<file path="src/rtl/sa_pkg.sv">
// sa_pkg: shared job sizes, core request codes and bridge FSM states
package sa_pkg;
  localparam int SA_IN_WORDS = 32;
  localparam int SA_OUT_WORDS = 16;
  localparam int SA_CAPTURE_DELAY = 2;
  localparam logic [1:0] RD_WR_IDLE = 2'b00;
  localparam logic [1:0] RD_WR_LOAD = 2'b10;
  localparam logic [1:0] RD_WR_OUT = 2'b11;
  typedef enum logic [2:0] {IDLE, WAIT_RD, INGRESS, WAIT_WR, CAPTURE, DRAIN} state_t;
endpackage

</file>
<file path="src/rtl/sa_sync_fifo.sv">
// sa_sync_fifo: synchronous first-word-fall-through FIFO with occupancy count
module sa_sync_fifo #(
  parameter int DW = 32,
  parameter int DEPTH = 16
) (
  input  logic                         clk,
  input  logic                         rstn,
  input  logic                         wr_en,
  input  logic [DW-1:0]                wr_data,
  input  logic                         rd_en,
  output logic [DW-1:0]                rd_data,
  output logic [$clog2(DEPTH+1)-1:0]   count,
  output logic                         empty,
  output logic                         full
);
  localparam int AW = DEPTH > 1 ? $clog2(DEPTH) : 1;
  localparam int CW = $clog2(DEPTH + 1);
  logic [DW-1:0] mem [DEPTH];
  logic [AW-1:0] wr_ptr, rd_ptr;
  logic do_wr, do_rd;
  assign empty = count == '0;
  assign full = count == CW'(DEPTH);
  assign do_wr = wr_en && !full;
  assign do_rd = rd_en && !empty;
  assign rd_data = mem[rd_ptr];
  always_ff @(posedge clk)
    if (do_wr) mem[wr_ptr] <= wr_data;
  always_ff @(posedge clk or negedge rstn)
    if (!rstn) begin
      wr_ptr <= '0;
      rd_ptr <= '0;
      count <= '0;
    end else begin
      if (do_wr) wr_ptr <= wr_ptr == AW'(DEPTH - 1) ? '0 : wr_ptr + AW'(1);
      if (do_rd) rd_ptr <= rd_ptr == AW'(DEPTH - 1) ? '0 : rd_ptr + AW'(1);
      count <= count + CW'(do_wr) - CW'(do_rd);
    end
endmodule

</file>
<file path="src/rtl/sa_stream_bridge.sv">
// sa_stream_bridge: AXI-Stream <-> systolic-array bridge; define SA_STREAM_BRIDGE_TLAST_CHECK_EN to flag misplaced s_axis_tlast
module sa_stream_bridge
  import sa_pkg::*;
#(
  parameter int IN_WORDS = SA_IN_WORDS,
  parameter int OUT_WORDS = SA_OUT_WORDS,
  parameter int CAPTURE_DELAY = SA_CAPTURE_DELAY
) (
  input  logic        clk,
  input  logic        rstn,
  input  logic        ctrl_start,
  output logic        ctrl_busy,
  output logic        ctrl_done,
  output logic        ctrl_err,
  input  logic [31:0] s_axis_tdata,
  input  logic        s_axis_tvalid,
  output logic        s_axis_tready,
  input  logic        s_axis_tlast,
  output logic [31:0] m_axis_tdata,
  output logic        m_axis_tvalid,
  input  logic        m_axis_tready,
  output logic        m_axis_tlast,
  output logic        sa_start,
  input  logic [1:0]  sa_start_rd_wr,
  output logic        sa_read_data_vld,
  output logic [31:0] sa_data_in,
  input  logic [31:0] sa_data_out,
  input  logic        sa_done
);
  localparam int IW = $clog2(IN_WORDS + 1);
  localparam int OW = $clog2(OUT_WORDS + 1);
  localparam int DLW = $clog2(CAPTURE_DELAY + 1);
  state_t state, state_n;
  logic start_q, start_go, hs_in, hs_out, in_last, cap_wr, cap_last, finish, err_set, tlast_err;
  logic done_seen, fifo_empty, fifo_full;
  logic [IW-1:0] in_cnt;
  logic [OW-1:0] cap_cnt, out_cnt, fifo_cnt;
  logic [DLW-1:0] dly_cnt;
  logic [31:0] fifo_head;
  logic [OW:0] unused_fifo;
  assign unused_fifo = {fifo_full, fifo_cnt};
  assign ctrl_busy = state != IDLE;
  assign s_axis_tready = state == INGRESS;
  assign m_axis_tvalid = !fifo_empty;
  assign m_axis_tdata = fifo_empty ? '0 : fifo_head;
  assign m_axis_tlast = m_axis_tvalid && out_cnt == OW'(OUT_WORDS - 1);
  assign start_go = state == IDLE && ctrl_start && !start_q;
  assign hs_in = s_axis_tvalid && s_axis_tready;
  assign hs_out = m_axis_tvalid && m_axis_tready;
  assign in_last = hs_in && in_cnt == IW'(IN_WORDS - 1);
  assign cap_wr = state == CAPTURE && dly_cnt <= DLW'(1);
  assign cap_last = cap_wr && cap_cnt == OW'(OUT_WORDS - 1);
  assign finish = state == DRAIN && (done_seen || sa_done) &&
                  ((hs_out && out_cnt == OW'(OUT_WORDS - 1)) || out_cnt == OW'(OUT_WORDS));
  assign err_set = tlast_err || (sa_done && state inside {WAIT_RD, INGRESS, WAIT_WR, CAPTURE}) ||
                   (state == INGRESS && sa_start_rd_wr == RD_WR_OUT);
`ifdef SA_STREAM_BRIDGE_TLAST_CHECK_EN
  assign tlast_err = hs_in && (s_axis_tlast != (in_cnt == IW'(IN_WORDS - 1)));
`else
  logic unused_tlast;
  assign unused_tlast = s_axis_tlast;
  assign tlast_err = 1'b0;
`endif
  always_comb begin
    state_n = state;
    case (state)
      IDLE:    state_n = start_go ? WAIT_RD : IDLE;
      WAIT_RD: state_n = sa_start_rd_wr == RD_WR_LOAD ? INGRESS : WAIT_RD;
      INGRESS: state_n = in_last ? WAIT_WR : INGRESS;
      WAIT_WR: state_n = sa_start_rd_wr == RD_WR_OUT ? CAPTURE : WAIT_WR;
      CAPTURE: state_n = cap_last ? DRAIN : CAPTURE;
      DRAIN:   state_n = finish ? IDLE : DRAIN;
      default: state_n = IDLE;
    endcase
  end
  always_ff @(posedge clk or negedge rstn)
    if (!rstn) state <= IDLE;
    else state <= state_n;
  always_ff @(posedge clk or negedge rstn)
    if (!rstn) begin
      start_q <= 1'b0;
      sa_start <= 1'b0;
      ctrl_done <= 1'b0;
      ctrl_err <= 1'b0;
      done_seen <= 1'b0;
      sa_read_data_vld <= 1'b0;
      sa_data_in <= '0;
      in_cnt <= '0;
      cap_cnt <= '0;
      out_cnt <= '0;
      dly_cnt <= '0;
    end else begin
      start_q <= ctrl_start;
      sa_start <= start_go;
      ctrl_done <= finish;
      ctrl_err <= start_go ? 1'b0 : ctrl_err || err_set;
      done_seen <= start_go ? 1'b0 : done_seen || (sa_done && state != IDLE);
      sa_read_data_vld <= hs_in;
      if (hs_in) sa_data_in <= s_axis_tdata;
      in_cnt <= in_last ? '0 : in_cnt + IW'(hs_in);
      cap_cnt <= cap_last ? '0 : cap_cnt + OW'(cap_wr);
      out_cnt <= finish ? '0 : out_cnt + OW'(hs_out);
      dly_cnt <= (state == WAIT_WR && sa_start_rd_wr == RD_WR_OUT) ? DLW'(CAPTURE_DELAY) :
                 cap_last ? '0 : dly_cnt > DLW'(1) ? dly_cnt - DLW'(1) : dly_cnt;
    end
  sa_sync_fifo #(.DW(32), .DEPTH(OUT_WORDS)) u_fifo (
    .clk(clk),
    .rstn(rstn),
    .wr_en(cap_wr),
    .wr_data(sa_data_out),
    .rd_en(hs_out),
    .rd_data(fifo_head),
    .count(fifo_cnt),
    .empty(fifo_empty),
    .full(fifo_full)
  );
endmodule

</file>
<file path="config.mk">
export PLATFORM = sky130hd
export DESIGN_NAME = sa_stream_bridge
export DESIGN_NICKNAME = d
export VERILOG_FILES = /design/src/rtl/sa_pkg.sv /design/src/rtl/sa_sync_fifo.sv /design/src/rtl/sa_stream_bridge.sv
export SDC_FILE = /design/constraint.sdc
export NUM_CORES = 1
export LEC_CHECK = 0
export BUFFER_PORTS_ARGS = -buffer_cell sky130_fd_sc_hd__buf_2
export CAP_MARGIN = 20
export CORE_MARGIN = 4
export CORE_UTILIZATION = 45
export DETAILED_ROUTE_END_ITERATION = 10
export MAX_ROUTING_LAYER = met4
export PLACE_DENSITY = 0.64
export SYNTH_ARGS = -nofsm -noshare
export SYNTH_HDL_FRONTEND = slang
export SYNTH_SLANG_ARGS = --single-unit
</file>
<file path="constraint.sdc">
create_clock -name clk -period 3.3 [get_ports clk]
set_input_delay 0.66 -clock clk [delete_from_list [all_inputs] [get_ports clk]]
set_output_delay 0.66 -clock clk [all_outputs]
set_load 0.02 [all_outputs]
</file>
==> Word level (Yosys, flattened, before mapping) <==
Memories as Yosys holds them, arrays and structs flattened.
Cells that the tools add are included.
{ "totals": {"regBits": 72, "latch_bits": 0, "ram_bits": 512, "romBits": 0, "inputBits": 73, "output_inout_bits": 72, "word_cells": 90, "memories": 1} }
{ "memory_table": {"columns": ["name", "depth", "word_bits", "rd", "rd_clocked_by_memory_dff", "wr", "line_no", "source"], "rows": [
  ["u_fifo.mem", 16, 32, 1, 0, 1, "sa_sync_fifo.sv:18", "logic [DW-1:0] mem [DEPTH];"]
]} }
{ "classes": {"addsub": 8, "n_mul": 0, "n_div": 0, "order_cmp": 2, "eq_ne": 14, "shift": 0, "mux": 20, "n_bitwise": 0, "n_reduce_logical": 30} }
{ "ops": {"columns": ["cell", "count"], "rows": [
  ["$mux 32", 1],
  ["$pmux 3 s6", 1],
  ["$logic_and 1x1->1", 17],
  ["$add 5x1->5", 3],
  ["$eq 5x4->1 const B", 2],
  ["$eq 5x5->1 const B", 2],
  ["$mux 5", 2],
  ["$add 4x1->4 const B", 2],
  ["$eq 4x4->1 const B", 2],
  ["$mux 2", 4],
  ["$mux 4", 2],
  ["$mux 1", 7],
  ["$add 6x1->6", 1],
  ["$eq 3x2->1 const B", 2],
  ["$eq 3x3->1 const B", 2],
  ["$eq 6x5->1 const B", 1],
  ["$mux 3", 2],
  ["$mux 6", 1],
  ["$reduce_bool 3->1", 2],
  ["$logic_not 5->1", 1],
  ["$logic_or 1x1->1", 5],
  ["$sub 5x1->5", 1],
  ["$eq 2x2->1 const B", 2],
  ["$reduce_bool 4->1", 1],
  ["6 further kinds", 8]
]} }

==> Depth between registers and ports, before layout <==
{ "logic_depth": {"depth_word": 8, "depth_mapped": 15, "ltp_nobuf": 13} }

==> Cells and area by module <==
A second synthesis with hierarchy kept.
{ "hier_totals": {"cells_unflattened": 1092, "hier_area_um2": 22669.2} }
{ "modules_own_cells": {"columns": ["module", "n_inst", "cells_each", "area_per_inst_um2"], "rows": [
  ["sa_sync_fifo", 1, 872, 19956.6],
  ["sa_stream_bridge", 1, 220, 2712.6]
]} }

==> Worst setup path after synthesis <==
No wires, ideal clock.
{ "synth_timing": {"path_type": "reg-to-reg", "start": "register state[0]", "end": "memory u_fifo.mem[10][0] (enable)", "t_arrival_ns": 2.770, "t_required_ns": 2.879, "slack_ns": 0.109, "stages_incl_launch_ff": 7, "path_buffers": 2, "synth_period_minus_slack_ns": 3.191, "cell_sequence": "dfrtp_1 -> buf_2 -> or3b_4 -> nor3_4 -> buf_6 -> nand3b_1 -> nor2_1"} }
{ "synth_between": {"elab_chain_len": 5} }
{ "synth_rtl": {"columns": ["element", "line_no", "source"], "rows": [
  ["start: declaration", "sa_stream_bridge.sv:33", "state_t state, state_n;"],
  ["start signal: assignment", "sa_stream_bridge.sv:78", "else state <= state_n;"],
  ["$eq 3x3->1", "sa_stream_bridge.sv:51", "assign cap_wr = state == CAPTURE && dly_cnt <= DLW'(1);"],
  ["$logic_and 1x1->1", "sa_stream_bridge.sv:51", null],
  ["$logic_and 1x1->1", "sa_sync_fifo.sv:23", "assign do_wr = wr_en && !full;"],
  ["named net u_fifo.do_wr", "sa_sync_fifo.sv:20", "logic do_wr, do_rd;"],
  ["$mux 1", "sa_sync_fifo.sv:27", "if (do_wr) mem[wr_ptr] <= wr_data;"],
  ["$mux 1 (implied by the code)", "sa_sync_fifo.sv:27", null],
  ["end: declaration", "sa_sync_fifo.sv:18", null]
]} }
The timed path passes the listed nets, and every way through them passes these cells.

==> Worst setup path in the final report <==
{ "layout_timing": {"start": "register u_fifo.count[2]", "end": "output m_axis_tdata[9]"} }
{ "layout_between": {"elab_chain_len": 2} }
{ "layout_rtl": {"columns": ["element", "line_no", "source"], "rows": [
  ["start: declaration", "sa_sync_fifo.sv:12", "output logic [$clog2(DEPTH+1)-1:0] count,"],
  ["start signal: assignment", "sa_sync_fifo.sv:36", "count <= count + CW'(do_wr) - CW'(do_rd);"],
  ["$logic_not 5->1", "sa_sync_fifo.sv:21", "assign empty = count == '0;"],
  ["$mux 32", "sa_stream_bridge.sv:45", "assign m_axis_tdata = fifo_empty ? '0 : fifo_head;"],
  ["end: declaration", "sa_stream_bridge.sv:19", "output logic [31:0] m_axis_tdata,"]
]} }
Every way passes these cells.

==> results.toml <==
[timing]
setup_violations = 17
max_freq_ghz = 0.299
post_route_clock_period_utilization_pct = 101
clock-skew-final_ns = 0.0197
maxSlewViolCount = 0
unrepaired_setup_endpoints_after_global_routing = "yes"
fin_crit_ns = 3.35
timing.max_slew.rel_slack_pct = 61.1
timing.final.ws_setup_ns = -0.0468
worstMarginPinSlew_ns = 0.583
report.final.hold_viol_count = 0

[drt]
post-route-drc-count = 0
finalWirelength_um = 49400
drt-pass1-iter-count = 5
drt_via_density = 5.53
route.antenna.remaining_nets = 0
routedWlPerCell_um = 24.1
total_via_count_after_detailed_routing = 11300
drt_iter0_markers = 822

[yosys]
netlist_instances = 1103
synth_top_area_share_pct = 67.4
syn_area_per_cell_um2 = 20.7
ys_dominant_reg_cell = "edfxtp_1"
yosysTopAreaCell = "edfxtp_1"
post_synth_num_cell_types = 51
mappedNetlistNets = 1195
ys_top_cells_by_count = "edfxtp_1, mux4_2, nand3_1"
synth_area_leaders = "edfxtp_1, mux4_2, dfrtp_1"
synth-warning-count = 0
synth.ff_latch_count = 584
postSynth.asyncResetShare_pct = 12.3
number_of_synthesized_flops_with_an_enable_pin = 512
synthMostInstantiatedCell = "edfxtp_1"
yosysSeqAreaShare_pct = 75.3
combined_area_of_all_synthesized_cells_mm2 = 0.0228

[grt]
wire_length_of_the_first_global_routing_pass_um = 74800
grt-ovfl-total = 0
number_of_global_route_vias_before_repair = 11800
grtUsageTotal_pct = 19.1
grt_antenna_before_repair = 7
grt_start_max_net_pins = 48

[worst_setup_path]
worst-path-max-fanout = 8
worst-endpoint-required_ns = 2.64
critPathArrivalTime_ns = 2.69
crit_path_start_kind = "flop"
crit_type = "reg -> out"
worst_setup_path_end_kind = "output pin"

[placement]
placement.cell_area_mm2 = 0.0248
detailedPlace.worstSlack_ns = 0.395
gpl.final_weighted_congestion = 0.731
place_hpwl_um = 28000
buffer_ports.inserted = 143

[floorplanning]
io_pins = 145
initial_utilization_pct = 45.4
die-width_um = 233
dieHeight_um = 233
core_region_area_mm2 = 0.0502
dieArea_mm2 = 0.0543
std_cell_rows = 82

[power]
total_power_mw = 23.5
leakage_nw = 9.45
pwr_density_cell_mw_per_mm2 = 858
max-vdd-ir-drop_mv = 0.750

[clock_tree]
holdBufCountCts = 0
clock_tree.buffer_depth = 3
h_tree_level_count = 2
cts-root-buf = "clkbuf_16"
clkTransAtPathRegs_ns = 0.06
tritoncts = "yes"
total_clock_sinks = 584
cts_made_buffers = 58
worstSkewPairLatency_ns = 0.62

[worst_hold_path]
hold_class = "in -> async"

[finish]
fraction_of_final_layout_cells_sized_beyond_drive_strength_1_pct = 41.6
stdcell_area_mm2 = 0.0274
syn_to_final_growth_pct = 20.3
num-nets-final = 1419

[job]
max_cap_viol_count = 0

[status]
outcome = "finished, violations left"
violations = "negative setup slack"
## state kept, by name, indices dropped and copies added, names as in the netlist, 2 cells and up
| signal | cells |
|---|---|
| dly_cnt | 2 |
| u_fifo.wr_ptr | 4 |
| out_cnt | 5 |
| u_fifo.mem | 512 |
| in_cnt | 6 |
| u_fifo.count | 5 |
| cap_cnt | 5 |
| u_fifo.rd_ptr | 4 |
| sa_data_in | 32 |
| state | 3 |
## repair_timing
item | in CTS | in global routing
cloned | 5 | 0
endpoints found under the hold margin | 0 | 0
endpoints found under the setup margin | 32 | 32
resized for setup | 88 | 55
pin swaps | 16 | 34
setup buffers | 17 | 3
## worst max-delay path: stages, from the launching register on
cell	delay (ns)
dfrtp_1	0.38
inv_2	0.09
ha_4	0.13
or4b_4	0.52
and3_4	0.30
buf_12	0.16
a22oi_2	0.18
nand3_2	0.15
buf_6	0.16
## layout make-up
type,count,area [µm²]
clock buffers,76,1560
repair buffers,220,1910
clock inverters,31,293
flip-flops and latches,584,17200
inverters,17,63.8
multi-input cells,446,5550
diodes,6,15.0
well taps,672,841
fillers,3839,22800
## worst paths after layout
path,start,depth (start not counted),end,slack (ns)
max,u_fifo.count[2],8,m_axis_tdata[9],-0.05
min reg2reg,start_q,1,sa_start,0.49
min in group clk,ctrl_start,1,start_q,0.18
min,rstn,1,sa_data_in[15],0.05
max in group asynchronous,rstn,2,u_fifo.rd_ptr[0],2.55
max reg2reg,u_fifo.count[2],14,u_fifo.count[4],0.37
## cell families (layout without fill, tap and decap cells)
| group | after synthesis | after routing | share of synthesized area [%] |
|---|---|---|---|
| flops | 584 | 584 | 75.3 |
| simple gates | 188 | 190 | 4.46 |
| mux | 162 | 162 | 14.4 |
| buf+inv | 75 | 344 | 1.71 |
| compound gates | 58 | 58 | 2.40 |
| fa+ha+maj | 19 | 19 | 1.08 |
| xor+xnor | 17 | 17 | 0.653 |
| other cells | 0 | 6 | 0 |
## cell usage in the layout (no fill, tap or decap), drive strengths merged, types with 4 or more instances in the layout
cell / instances
a21oi: 7
inv: 19
nand4: 4
ha: 18
nor2b: 10
mux4: 128
xor2: 9
clkbuf: 76
xnor2: 8
mux2: 34
a22oi: 32
buf: 220
clkinv: 23
o21ai: 11
bufinv: 4
and3: 5
nor2: 18
diode: 6
edfxtp: 512
dfrtp: 72
nand2: 41
and2: 15
nand3: 76
## routing by layer
metal / global-route usage [%] / vias to the layer above / wire length, µm
li1: - / 4950 / -
met1: 26.1 / 5992 / 21100
met2: 30.5 / 335 / 24500
met3: 3.38 / 64 / 2990
met4: 4.65 / 0 / 849
met5: - / - / 0
## report_power, final
| part | switching (mW) | leakage, nW | total (mW) | internal, mW |
|---|---|---|---|---|
| sequential | 0.505 | 5.47 | 9.03 | 8.52 |
| combinational | 4.12 | 3.07 | 8.14 | 4.02 |
| clock | 2.72 | 0.908 | 6.36 | 3.65 |
| total | 7.34 | 9.45 | 23.5 | 16.2 |
## stage by stage
stage	utilization, %	hold WS, ns	cells	setup TNS [ns]
after floorplan	-	0.364	1103	0
after global placement	49.4	0.446	1915	0
after detailed placement	49.4	0.480	1915	0
after CTS	54.2	0.0448	2043	-1.67
after global routing	54.7	0.0884	2052	-3.39
final	54.7	0.0526	2052	-0.318
(Power assumes the default switching activity.)
